===== config.mk =====
export PLATFORM = sky130hd
export DESIGN_NAME = invader_march_ctrl
export DESIGN_NICKNAME = d
export VERILOG_FILES = /design/src/rtl/invaders_pkg.sv /design/src/rtl/invader_march_ctrl_frame_tick_gen.sv /design/src/rtl/invader_march_ctrl.sv
export SDC_FILE = /design/constraint.sdc
export NUM_CORES = 1
export LEC_CHECK = 0
export BUFFER_PORTS_ARGS = -buffer_cell sky130_fd_sc_hd__buf_2
export CORE_MARGIN = 2
export CORE_UTILIZATION = 40
export DETAILED_ROUTE_END_ITERATION = 7
export GPL_ROUTABILITY_DRIVEN = 1
export PLACE_DENSITY_LB_ADDON = 0.2
export RECOVER_POWER = 50
export SYNTH_ARGS = -nofsm -noshare
export SYNTH_HDL_FRONTEND = slang
export SYNTH_HIERARCHICAL = 1
export SYNTH_SLANG_ARGS = --single-unit

===== constraint.sdc =====
create_clock -name clk65MHz -period 3.9 [get_ports clk65MHz]
set_input_delay 0.78 -clock clk65MHz [delete_from_list [all_inputs] [get_ports clk65MHz]]
set_output_delay 0.78 -clock clk65MHz [all_outputs]
set_load 0.03 [all_outputs]

===== src/rtl/invaders_pkg.sv =====
// -----------------------------------------------------------------------------
// invaders_pkg
// Shared types and default constants for the invader formation logic.
//   march_state_t : formation controller states
//   dir_t         : horizontal march direction
//   NUM_INVADERS / INVADER_WIDTH / X_RANGE : defaults shared with the display
//   step_period() : frames between march steps for a given kill count
// -----------------------------------------------------------------------------
package invaders_pkg;

    localparam int NUM_INVADERS  = 10;
    localparam int INVADER_WIDTH = 16;
    localparam int X_RANGE       = 160;

    typedef enum logic [1:0] {
        IDLE,
        MARCH,
        CLEARED,
        LANDED
    } march_state_t;

    typedef enum logic {
        DIR_RIGHT,
        DIR_LEFT
    } dir_t;

    // period = max(floor_val, base - speedup*kills). Evaluated as signed
    // 16-bit so a large kill count goes negative and clamps, rather than
    // wrapping to a huge unsigned period.
    function automatic logic [15:0] step_period(
        input int         base,
        input int         speedup,
        input int         floor_val,
        input logic [4:0] kills
    );
        logic signed [15:0] raw;
        raw = signed'(16'(base)) - signed'(16'(speedup * int'(kills)));
        if (raw < signed'(16'(floor_val))) begin
            raw = signed'(16'(floor_val));
        end
        return unsigned'(raw);
    endfunction

endpackage


===== src/rtl/invader_march_ctrl_frame_tick_gen.sv =====
// -----------------------------------------------------------------------------
// frame_tick_gen
// Detects the rising edge of vblnk (one tick per frame) and counts ticks while
// the formation is marching. step_o is asserted combinationally in the tick
// cycle that completes a step period; the count then restarts from zero.
//   clk, rst_n   : clock, asynchronous active-low reset
//   vblnk_i      : vertical blanking from the timing stage
//   game_start_i : clears the frame count
//   run_i        : formation is marching; count only while high
//   period_i     : current step period in frames
//   step_o       : march step happens this cycle
// -----------------------------------------------------------------------------
module frame_tick_gen (
    input  logic        clk,
    input  logic        rst_n,
    input  logic        vblnk_i,
    input  logic        game_start_i,
    input  logic        run_i,
    input  logic [15:0] period_i,
    output logic        step_o
);

    logic        vblnk_q;
    logic        tick;
    logic [15:0] frame_cnt_q;
    logic [15:0] frame_cnt_d;
    logic [16:0] cnt_inc;

    assign tick    = vblnk_i & ~vblnk_q;
    assign cnt_inc = {1'b0, frame_cnt_q} + 17'd1;

    // >= rather than ==: if a kill shortens the period below the frames
    // already counted, the step fires on the next tick instead of waiting
    // for the counter to wrap.
    assign step_o = run_i & ~game_start_i & tick & (cnt_inc >= {1'b0, period_i});

    always_comb begin
        frame_cnt_d = frame_cnt_q;
        if (game_start_i) begin
            frame_cnt_d = '0;
        end else if (run_i && tick) begin
            frame_cnt_d = step_o ? 16'd0 : cnt_inc[15:0];
        end
    end

    always_ff @(posedge clk or negedge rst_n) begin
        if (!rst_n) begin
            vblnk_q     <= 1'b0;
            frame_cnt_q <= '0;
        end else begin
            vblnk_q     <= vblnk_i;
            frame_cnt_q <= frame_cnt_d;
        end
    end

endmodule


===== src/rtl/invader_march_ctrl.sv =====
// -----------------------------------------------------------------------------
// invader_march_ctrl
// Marches the invader formation left/right one step per period, descending and
// reversing at each playfield edge, clears invaders on hit reports and shortens
// the step period as invaders die. Position outputs only change in the vblank
// tick cycle so the display never tears.
//   clk65MHz, rst_n     : pixel clock, asynchronous active-low reset
//   vblnk               : vertical blanking; rising edge = new frame
//   game_start          : one-cycle pulse, (re)starts the wave
//   hit_valid/hit_index : one-cycle hit report for invader hit_index
//   xpos, ypos          : formation offset
//   invader_enable      : alive mask
//   wave_cleared        : sticky, all invaders dead
//   invaders_landed     : sticky, ypos reached Y_LIMIT
//   step_pulse          : one-cycle pulse per march step
// -----------------------------------------------------------------------------
module invader_march_ctrl #(
    parameter int NUM_INVADERS    = invaders_pkg::NUM_INVADERS,
    parameter int X_RANGE         = invaders_pkg::X_RANGE,
    parameter int Y_LIMIT         = 400,
    parameter int STEP_X          = 8,
    parameter int STEP_Y          = 16,
    parameter int FRAMES_PER_STEP = 30,
    parameter int SPEEDUP         = 2,
    parameter int MIN_FRAMES      = 4
) (
    input  logic                    clk65MHz,
    input  logic                    rst_n,
    input  logic                    vblnk,
    input  logic                    game_start,
    input  logic                    hit_valid,
    input  logic [3:0]              hit_index,
    output logic [9:0]              xpos,
    output logic [9:0]              ypos,
    output logic [NUM_INVADERS-1:0] invader_enable,
    output logic                    wave_cleared,
    output logic                    invaders_landed,
    output logic                    step_pulse
);
    import invaders_pkg::*;

    march_state_t            state_q, state_d;
    dir_t                    dir_q, dir_d;
    logic [9:0]              xpos_q, xpos_d;
    logic [9:0]              ypos_q, ypos_d;
    logic [NUM_INVADERS-1:0] enable_q, enable_d;
    logic [4:0]              kills_q, kills_d;
    logic                    cleared_q, cleared_d;
    logic                    landed_q, landed_d;
    logic                    step_q, step_d;

    logic [NUM_INVADERS-1:0] hit_mask;
    logic                    hit_ok;
    logic                    run;
    logic                    step;
    logic [15:0]             period;
    logic [10:0]             x_right;
    logic [10:0]             y_down;
    logic                    descend;
    logic                    will_land;

    // One-hot hit decode; indices >= NUM_INVADERS match no bit and are ignored.
    genvar gi;
    generate
        for (gi = 0; gi < NUM_INVADERS; gi++) begin : g_hit
            assign hit_mask[gi] = hit_valid && (hit_index == 4'(gi));
        end
    endgenerate

    assign hit_ok = |(hit_mask & enable_q);

    // An empty mask in MARCH means the wave is over: no counting, no moves.
    assign run    = (state_q == MARCH) && (enable_q != '0);
    assign period = step_period(FRAMES_PER_STEP, SPEEDUP, MIN_FRAMES, kills_q);

    frame_tick_gen u_tick (
        .clk          (clk65MHz),
        .rst_n        (rst_n),
        .vblnk_i      (vblnk),
        .game_start_i (game_start),
        .run_i        (run),
        .period_i     (period),
        .step_o       (step)
    );

    assign x_right   = {1'b0, xpos_q} + 11'(STEP_X);
    assign y_down    = {1'b0, ypos_q} + 11'(STEP_Y);
    assign descend   = (dir_q == DIR_RIGHT) ? (x_right > 11'(X_RANGE))
                                            : (xpos_q < 10'(STEP_X));
    assign will_land = descend && (y_down >= 11'(Y_LIMIT));

    // State register + datapath registers
    always_ff @(posedge clk65MHz or negedge rst_n) begin
        if (!rst_n) begin
            state_q   <= IDLE;
            dir_q     <= DIR_RIGHT;
            xpos_q    <= '0;
            ypos_q    <= '0;
            enable_q  <= '0;
            kills_q   <= '0;
            cleared_q <= 1'b0;
            landed_q  <= 1'b0;
            step_q    <= 1'b0;
        end else begin
            state_q   <= state_d;
            dir_q     <= dir_d;
            xpos_q    <= xpos_d;
            ypos_q    <= ypos_d;
            enable_q  <= enable_d;
            kills_q   <= kills_d;
            cleared_q <= cleared_d;
            landed_q  <= landed_d;
            step_q    <= step_d;
        end
    end

    // Next-state logic
    always_comb begin
        state_d = state_q;
        if (game_start) begin
            state_d = MARCH;
        end else if (state_q == MARCH) begin
            if (enable_q == '0) begin
                state_d = CLEARED;
            end else if (step && will_land) begin
                state_d = LANDED;
            end
        end
    end

    // Output / datapath next values
    always_comb begin
        dir_d     = dir_q;
        xpos_d    = xpos_q;
        ypos_d    = ypos_q;
        enable_d  = enable_q;
        kills_d   = kills_q;
        cleared_d = cleared_q;
        landed_d  = landed_q;
        step_d    = 1'b0;
        if (game_start) begin
            dir_d     = DIR_RIGHT;
            xpos_d    = '0;
            ypos_d    = '0;
            enable_d  = '1;
            kills_d   = '0;
            cleared_d = 1'b0;
            landed_d  = 1'b0;
        end else if (run) begin
            // A hit and a step may land in the same cycle; both apply and the
            // new kill count affects the next period comparison only.
            if (hit_ok) begin
                enable_d = enable_q & ~hit_mask;
                kills_d  = kills_q + 5'd1;
            end
            if (step) begin
                step_d = 1'b1;
                if (descend) begin
                    ypos_d   = y_down[9:0];
                    dir_d    = (dir_q == DIR_RIGHT) ? DIR_LEFT : DIR_RIGHT;
                    landed_d = will_land;
                end else if (dir_q == DIR_RIGHT) begin
                    xpos_d = x_right[9:0];
                end else begin
                    xpos_d = xpos_q - 10'(STEP_X);
                end
            end
        end else if (state_q == MARCH) begin
            cleared_d = 1'b1;
        end
    end

    assign xpos            = xpos_q;
    assign ypos            = ypos_q;
    assign invader_enable  = enable_q;
    assign wave_cleared    = cleared_q;
    assign invaders_landed = landed_q;
    assign step_pulse      = step_q;

endmodule


# Yosys cells after proc, flatten, opt, wreduce, memory -nomap -nowiden
# Cells that the tools add are included.
op_classes:
  n_addsub: 6
  order_cmp: 5
  n_eq_ne: 12
  mux: 39
  n_bitwise: 9
  n_reduce_logical: 30
ops:
  columns: ["operator", "n"]
  rows:
  - ["$mux W10", 12]
  - ["$mux W16", 4]
  - ["$and A10 B10 Y10", 2]
  - ["$add A16 B1 Y17 const B", 1]
  - ["$ge A17 B16 Y1", 1]
  - ["$eq A4 B3 Y1 const B", 4]
  - ["$mux W1", 16]
  - ["$mux W5", 3]
  - ["$logic_and A1 B1 Y1", 14]
  - ["$reduce_bool A2 Y1", 6]
  - ["$add A10 B4 Y11 const B", 1]
  - ["$add A10 B5 Y11 const B", 1]
  - ["$ge A11 B9 Y1 const B", 1]
  - ["$gt A11 B8 Y1 const B", 1]
  - ["$logic_not A10 Y1", 1]
  - ["$lt A10 B4 Y1 const B", 1]
  - ["$not A10 Y10", 1]
  - ["$reduce_bool A10 Y1", 1]
  - ["$reduce_or A10 Y1", 1]
  - ["$sub A10 B4 Y10 const B", 1]
  - ["$eq A4 B2 Y1 const B", 2]
  - ["$eq A4 B4 Y1 const B", 2]
  - ["$mux W2", 4]
  - ["$lt A7 B4 Y1 const B", 1]
  - ["other kinds (11)", 19]
totals:
  ff_bits: 58
  input_bits: 9
  output_inout_bits: 33
  word_cells: 112

# Longest topological paths before layout
logic_depth:
  ltp_word: 10
  depth_mapped: 19
  ltp_nobuf: 17

# Modules after synthesis
# Netlist, hierarchy kept.
modules_own_cells:
  columns: ["module", "instances", "cells_each", "area_per_inst_um2", "seq_area_each_um2"]
  rows:
  - ["invader_march_ctrl", 1, 258, 2298.5, 850.8]
  - ["frame_tick_gen", 1, 151, 1397.6, 425.4]

# Worst setup path after synthesis
# Ideal clock, no wire load.
synth_path:
  path_type: "reg2reg"
  from: "register u_tick.frame_cnt_q[0]"
  to: "register ypos_q[7] (netlist: ypos[7])"
  setup_ps: 78
  arrival_ps: 3745
  required_time_ps: 3822
  slack_ps: 77
  path_stages_with_launch: 20
  path_buffers: 2
  period_less_slack_ps: 3823
  cell_sequence: "dfrtp_1 > ha_1 > nand2_1 > nor3_4 > nand2_2 > o21ai_0 > nand2_1 > ha_1 > and3_1 > nand2_1 > a311o_1 > nand2_1 > nor2_1 > buf_2 > nor3_1 > nand2_2 > or2_1 > buf_6 > or4_1 > a21oi_1"
synth_between:
  elab_chain_cells: 5
synth_rtl:
  columns: ["element", "line", "text"]
  rows:
  - ["start, declared", "invader_march_ctrl_frame_tick_gen.sv:25", "logic [15:0] frame_cnt_q;"]
  - ["start signal, assigned", "invader_march_ctrl_frame_tick_gen.sv:52", "frame_cnt_q <= frame_cnt_d;"]
  - ["$add A16 B1 Y17", "invader_march_ctrl_frame_tick_gen.sv:30", "assign cnt_inc = {1'b0, frame_cnt_q} + 17'd1;"]
  - ["$ge A17 B16 Y1", "invader_march_ctrl_frame_tick_gen.sv:35", "assign step_o = run_i & ~game_start_i & tick & (cnt_inc >= {1'b0, period_i});"]
  - ["$and A1 B1 Y1", "invader_march_ctrl_frame_tick_gen.sv:35", null]
  - ["net step", "invader_march_ctrl.sv:55", "logic step;"]
  - ["$reduce_bool A2 Y1 (no source line)", null, null]
  - ["$reduce_and A3 Y1 (no source line)", null, null]
  - ["end signal, assigned", "invader_march_ctrl.sv:108", "ypos_q <= ypos_d;"]
  - ["end, declared", "invader_march_ctrl.sv:45", "logic [9:0] ypos_q, ypos_d;"]
# The timed path passes the listed nets, and every way through them passes these cells.
# A chain may end at the register's enable or synchronous reset.

# Worst setup path after layout
layout_path:
  from: "register u_tick.frame_cnt_q[5]"
  to: "register xpos_q[9] (netlist: xpos[9])"
layout_between:
  elab_chain_cells: 5
layout_rtl:
  columns: ["element", "line", "text"]
  rows:
  - ["$add A16 B1 Y17", "invader_march_ctrl_frame_tick_gen.sv:30", null]
  - ["$ge A17 B16 Y1", "invader_march_ctrl_frame_tick_gen.sv:35", null]
  - ["$and A1 B1 Y1", "invader_march_ctrl_frame_tick_gen.sv:35", null]
  - ["net step", "invader_march_ctrl.sv:55", null]
  - ["$reduce_bool A2 Y1 (no source line)", null, null]
  - ["$reduce_and A3 Y1 (no source line)", null, null]
  - ["end signal, assigned", "invader_march_ctrl.sv:107", "xpos_q <= xpos_d;"]
  - ["end, declared", "invader_march_ctrl.sv:44", "logic [9:0] xpos_q, xpos_d;"]
# The timed path passes the listed nets, and every way through them passes these cells.

==> impl_results.md <==
- Status: complete, but fails checks
- Failing checks: capacitance limit, slew limit
- Post-synth top area share: between 30% and 40%
- Antenna viol nets, final: 0
- Synthesized instance count: roughly 400
- RR Startpoint: u_tick/frame_cnt_q[5]
- Vias in the first global route: approximately 3000
- Initial antenna violation count: 0
- Initial DRC count: approximately 100
- Kind of critical path: register to register
- Synth area leaders: dfrtp_1, ha_1, nor2_1
- Post-synthesis cell area: approximately 0.0037 mm^2
- R2R Setup Slk: 0.22 ns
- Mean post-synth cell area: around 9 um^2
- Total routed wirelength: about 8300 um
- Routed via count: roughly 3100
- Hold wc startpoint: wave_cleared
- DRC errors left: 0
- Slew Limit Headroom: -50.44%
- CTS Buf Count: 5
- Seq/Total Area, Yosys: approximately 35%
- Setup Fix Bufs, Post-CTS: 0
- GP Congestion: about 0.8
- Maximum fanout along the worst path: 11
- Hold path depth: 2
- Via-per-instance ratio: 5.624
- Setup violations, final: 0
- Hold Path Class: register to register
- Leak: about 0.0018 uW
- GRT overflow: 0
- Top-level I/O count: 42
- Chip width: between 100 and 150 um
- Number of port buffers: 34
- EDFF count, synth: 0
- Post-route clock period utilization: 94.32%
- Crit end category: register
- Slew Limit Fails: 41
- Clock transition at path regs: roughly 0.10 ns
- Synth area leader: dfrtp_1
- Area growth from synthesis to layout: 9.817%
- Layout cell share with drive strength beyond 1: 17.75%
- TritonCTS clock tree: built
- Max VDD drop: between 0.1 and 0.15 mV
- Largest net degree at the start of global routing: 44
- Starting Density: approximately two fifths
- DRT Pass-1 Iters: 4
- Post-layout min period: between 3 and 4 ns
- CP arrival: just under 4 ns
- R2R depth: 16
- Most used DFF post-synth: dfrtp_1
- Total Routing Usage GR: around 17%
- Final net count: roughly 480
- Max Clk Rate: 271.9 MHz
- Cell with the most instances after synthesis: dfrtp_1
- Max Root-Sink Buffers: 2
- Synth cell count leaders: dfrtp_1, nor2_1, nand2_1
- Max H-tree Level: 2
- Final HPWL from detailed placement: slightly above 6000 um
- First-pass GRT wire length: ~14000 um
- Clk_skew: ~0.013 ns
- Fraction of registers with async set/reset: 100.0%
- Root buffer cell: clkbuf_8
- Hold Crit Endpoint: wave_cleared
- Critical path required time: about 4.1 ns
- Startpoint Class: register
- Setup TNS: 0 ns
- Power per cell area: 233.3 mW/mm^2
- Placeable Area: just over 0.009 mm^2
- Post-synthesis cell type count: 72
- WL per Instance: around 15 um
- Standard-cell rows: 35
- Die height: ~100 um
- # diodes: 0
- Die area: approximately 0.01 mm^2
- Worst-Margin Slew: between 2 and 2.5 ns
- Maxcap violations: 1
- FILL cells: 883
- Syn. warnings: 6
- Worst-Skew Late Latency: ~0.31 ns
- Final hold violation count: 0
- Reg-to-reg endpoint: xpos[9]
- #FFs+latches synth: 51
- Clk sinks: a little over 50
- Final Power: ~950 uW
routing by layer:
| layer | global-route usage (%) | wire length [um] | share of wire, % |
|---|---|---|---|
| met1 | 23.50 | 3967 | 48 |
| met2 | 28.55 | 3995 | 48 |
| met3 | 2.786 | 293 | 3.5 |
| met4 | 4.953 | 89 | 1.1 |
| met5 | 0 | 0 | 0 |
flip-flops by register name, indices dropped and copies added (netlist names):
name / flops
dir_q: 1
state_q: 2
step_pulse: 1
wave_cleared: 1
xpos: 7
kills_q: 5
ypos: 6
invader_enable: 10
u_tick/vblnk_q: 1
invaders_landed: 1
u_tick/frame_cnt_q: 16
metrics by stage:
step           setup slack, ns  util (%)  hold slack, ns  instances  instance area (um^2)
2_1_floorplan          0.07651         -          0.4806        416                  3722
3_3_place_gp            0.1353     43.52          0.4776        548                  3964
3_5_place_dp           0.03917     43.52          0.4980        548                  3964
4_1_cts                0.03734     44.56          0.5182        556                  4059
5_1_grt              -0.005832     44.56          0.5311        556                  4059
6_report                0.2217     44.56          0.5238        556                  4059
cells in the final DEF (no fill, tap or decap), types with 3 or more instances in the layout:
| cell | netlist | final |
|---|---|---|
| a21oi_1 | 20 | 20 |
| a31oi_1 | 9 | 9 |
| a32o_1 | 11 | 11 |
| and2_1 | 5 | 5 |
| and3_1 | 7 | 7 |
| buf_2 | 3 | 23 |
| buf_4 | 9 | 8 |
| clkbuf_1 | 7 | 13 |
| clkbuf_8 | 0 | 6 |
| conb_1 | 1 | 8 |
| dfrtp_1 | 51 | 48 |
| dfrtp_2 | 0 | 3 |
| ha_1 | 23 | 23 |
| inv_1 | 27 | 27 |
| mux2_2 | 5 | 5 |
| mux2_4 | 3 | 3 |
| mux2i_1 | 7 | 7 |
| nand2_1 | 30 | 30 |
| nand2b_1 | 3 | 3 |
| nand3_1 | 16 | 16 |
| nand4_1 | 5 | 5 |
| nor2_1 | 44 | 44 |
| nor2b_1 | 13 | 13 |
| nor3_1 | 7 | 6 |
| nor4_1 | 9 | 8 |
| o21ai_0 | 9 | 8 |
| o31ai_1 | 5 | 5 |
| o32a_1 | 3 | 3 |
| or2_2 | 4 | 4 |
| or4_1 | 4 | 4 |
| xnor2_1 | 6 | 6 |
| xor2_1 | 9 | 9 |
worst max-delay path by stage:
| stage | from | to | cells after the start |
|---|---|---|---|
| 2_1_floorplan | u_tick/frame_cnt_q[0] | ypos[7] | 19 |
| 5_1_grt | u_tick/frame_cnt_q[5] | xpos[9] | 16 |
| 3_5_place_dp | u_tick/frame_cnt_q[4] | ypos[7] | 16 |
| 3_3_place_gp | u_tick/frame_cnt_q[4] | ypos[9] | 16 |
| 4_1_cts | u_tick/frame_cnt_q[0] | ypos[7] | 17 |
| 6_report | u_tick/frame_cnt_q[5] | xpos[9] | 16 |
cell type report:
| class | count | area, um^2 | area share, % |
|---|---|---|---|
| Sequential cell | 51 | 1280 | 31.54 |
| Timing Repair Buffer | 43 | 220.2 | 5.425 |
| Tap cell | 111 | 138.9 | 3.422 |
| Multi-Input combinational cell | 316 | 2223 | 54.78 |
| Inverter | 27 | 101.3 | 2.497 |
| Clock inverter | 1 | 8.758 | 0.2158 |
| Clock buffer | 7 | 86.33 | 2.127 |
cells by family (layout without fill, tap and decap cells):
logic type | Yosys count | in the layout | share of synthesized area (%)
other | 1 | 8 | 0.1015
buffers and inverters | 49 | 78 | 6.398
and+or+nand+nor | 167 | 167 | 24.48
muxes | 16 | 16 | 4.942
DFF | 51 | 51 | 34.53
AOI/OAI and AO/OA | 85 | 85 | 17.33
adders and majority gates | 23 | 23 | 7.786
xor gates and xnor gates | 17 | 17 | 4.435
timing repair:
action,CTS,global route
hold buffers,0,0
endpoints found under the hold margin,0,0
setup endpoints to repair,0,12
resized for setup,0,7
where the power goes:
part / switching (uW) / total, uW / internal, uW
clock network: 180 / 326 / 146
registers: 5.73 / 540 / 534
logic: 59.8 / 81.7 / 21.8
total: 246 / 947 / 701
worst max-delay path, cell delays in order, from the launching register on:
cell and delay, ns:
dfrtp_2 0.42, nand4_4 0.14, or2_2 0.34, nor3b_2 0.21
nand2_1 0.12, xnor2_2 0.16, ha_1 0.30, and3_1 0.18
nand2_1 0.09, a311o_1 0.34, nand2_1 0.06, nor2_1 0.06
nor3_2 0.17, nand2_2 0.08, buf_4 0.18, a2111oi_2 0.35
mux2_1 0.35
No activity file was read; power rests on OpenSTA's default activity.
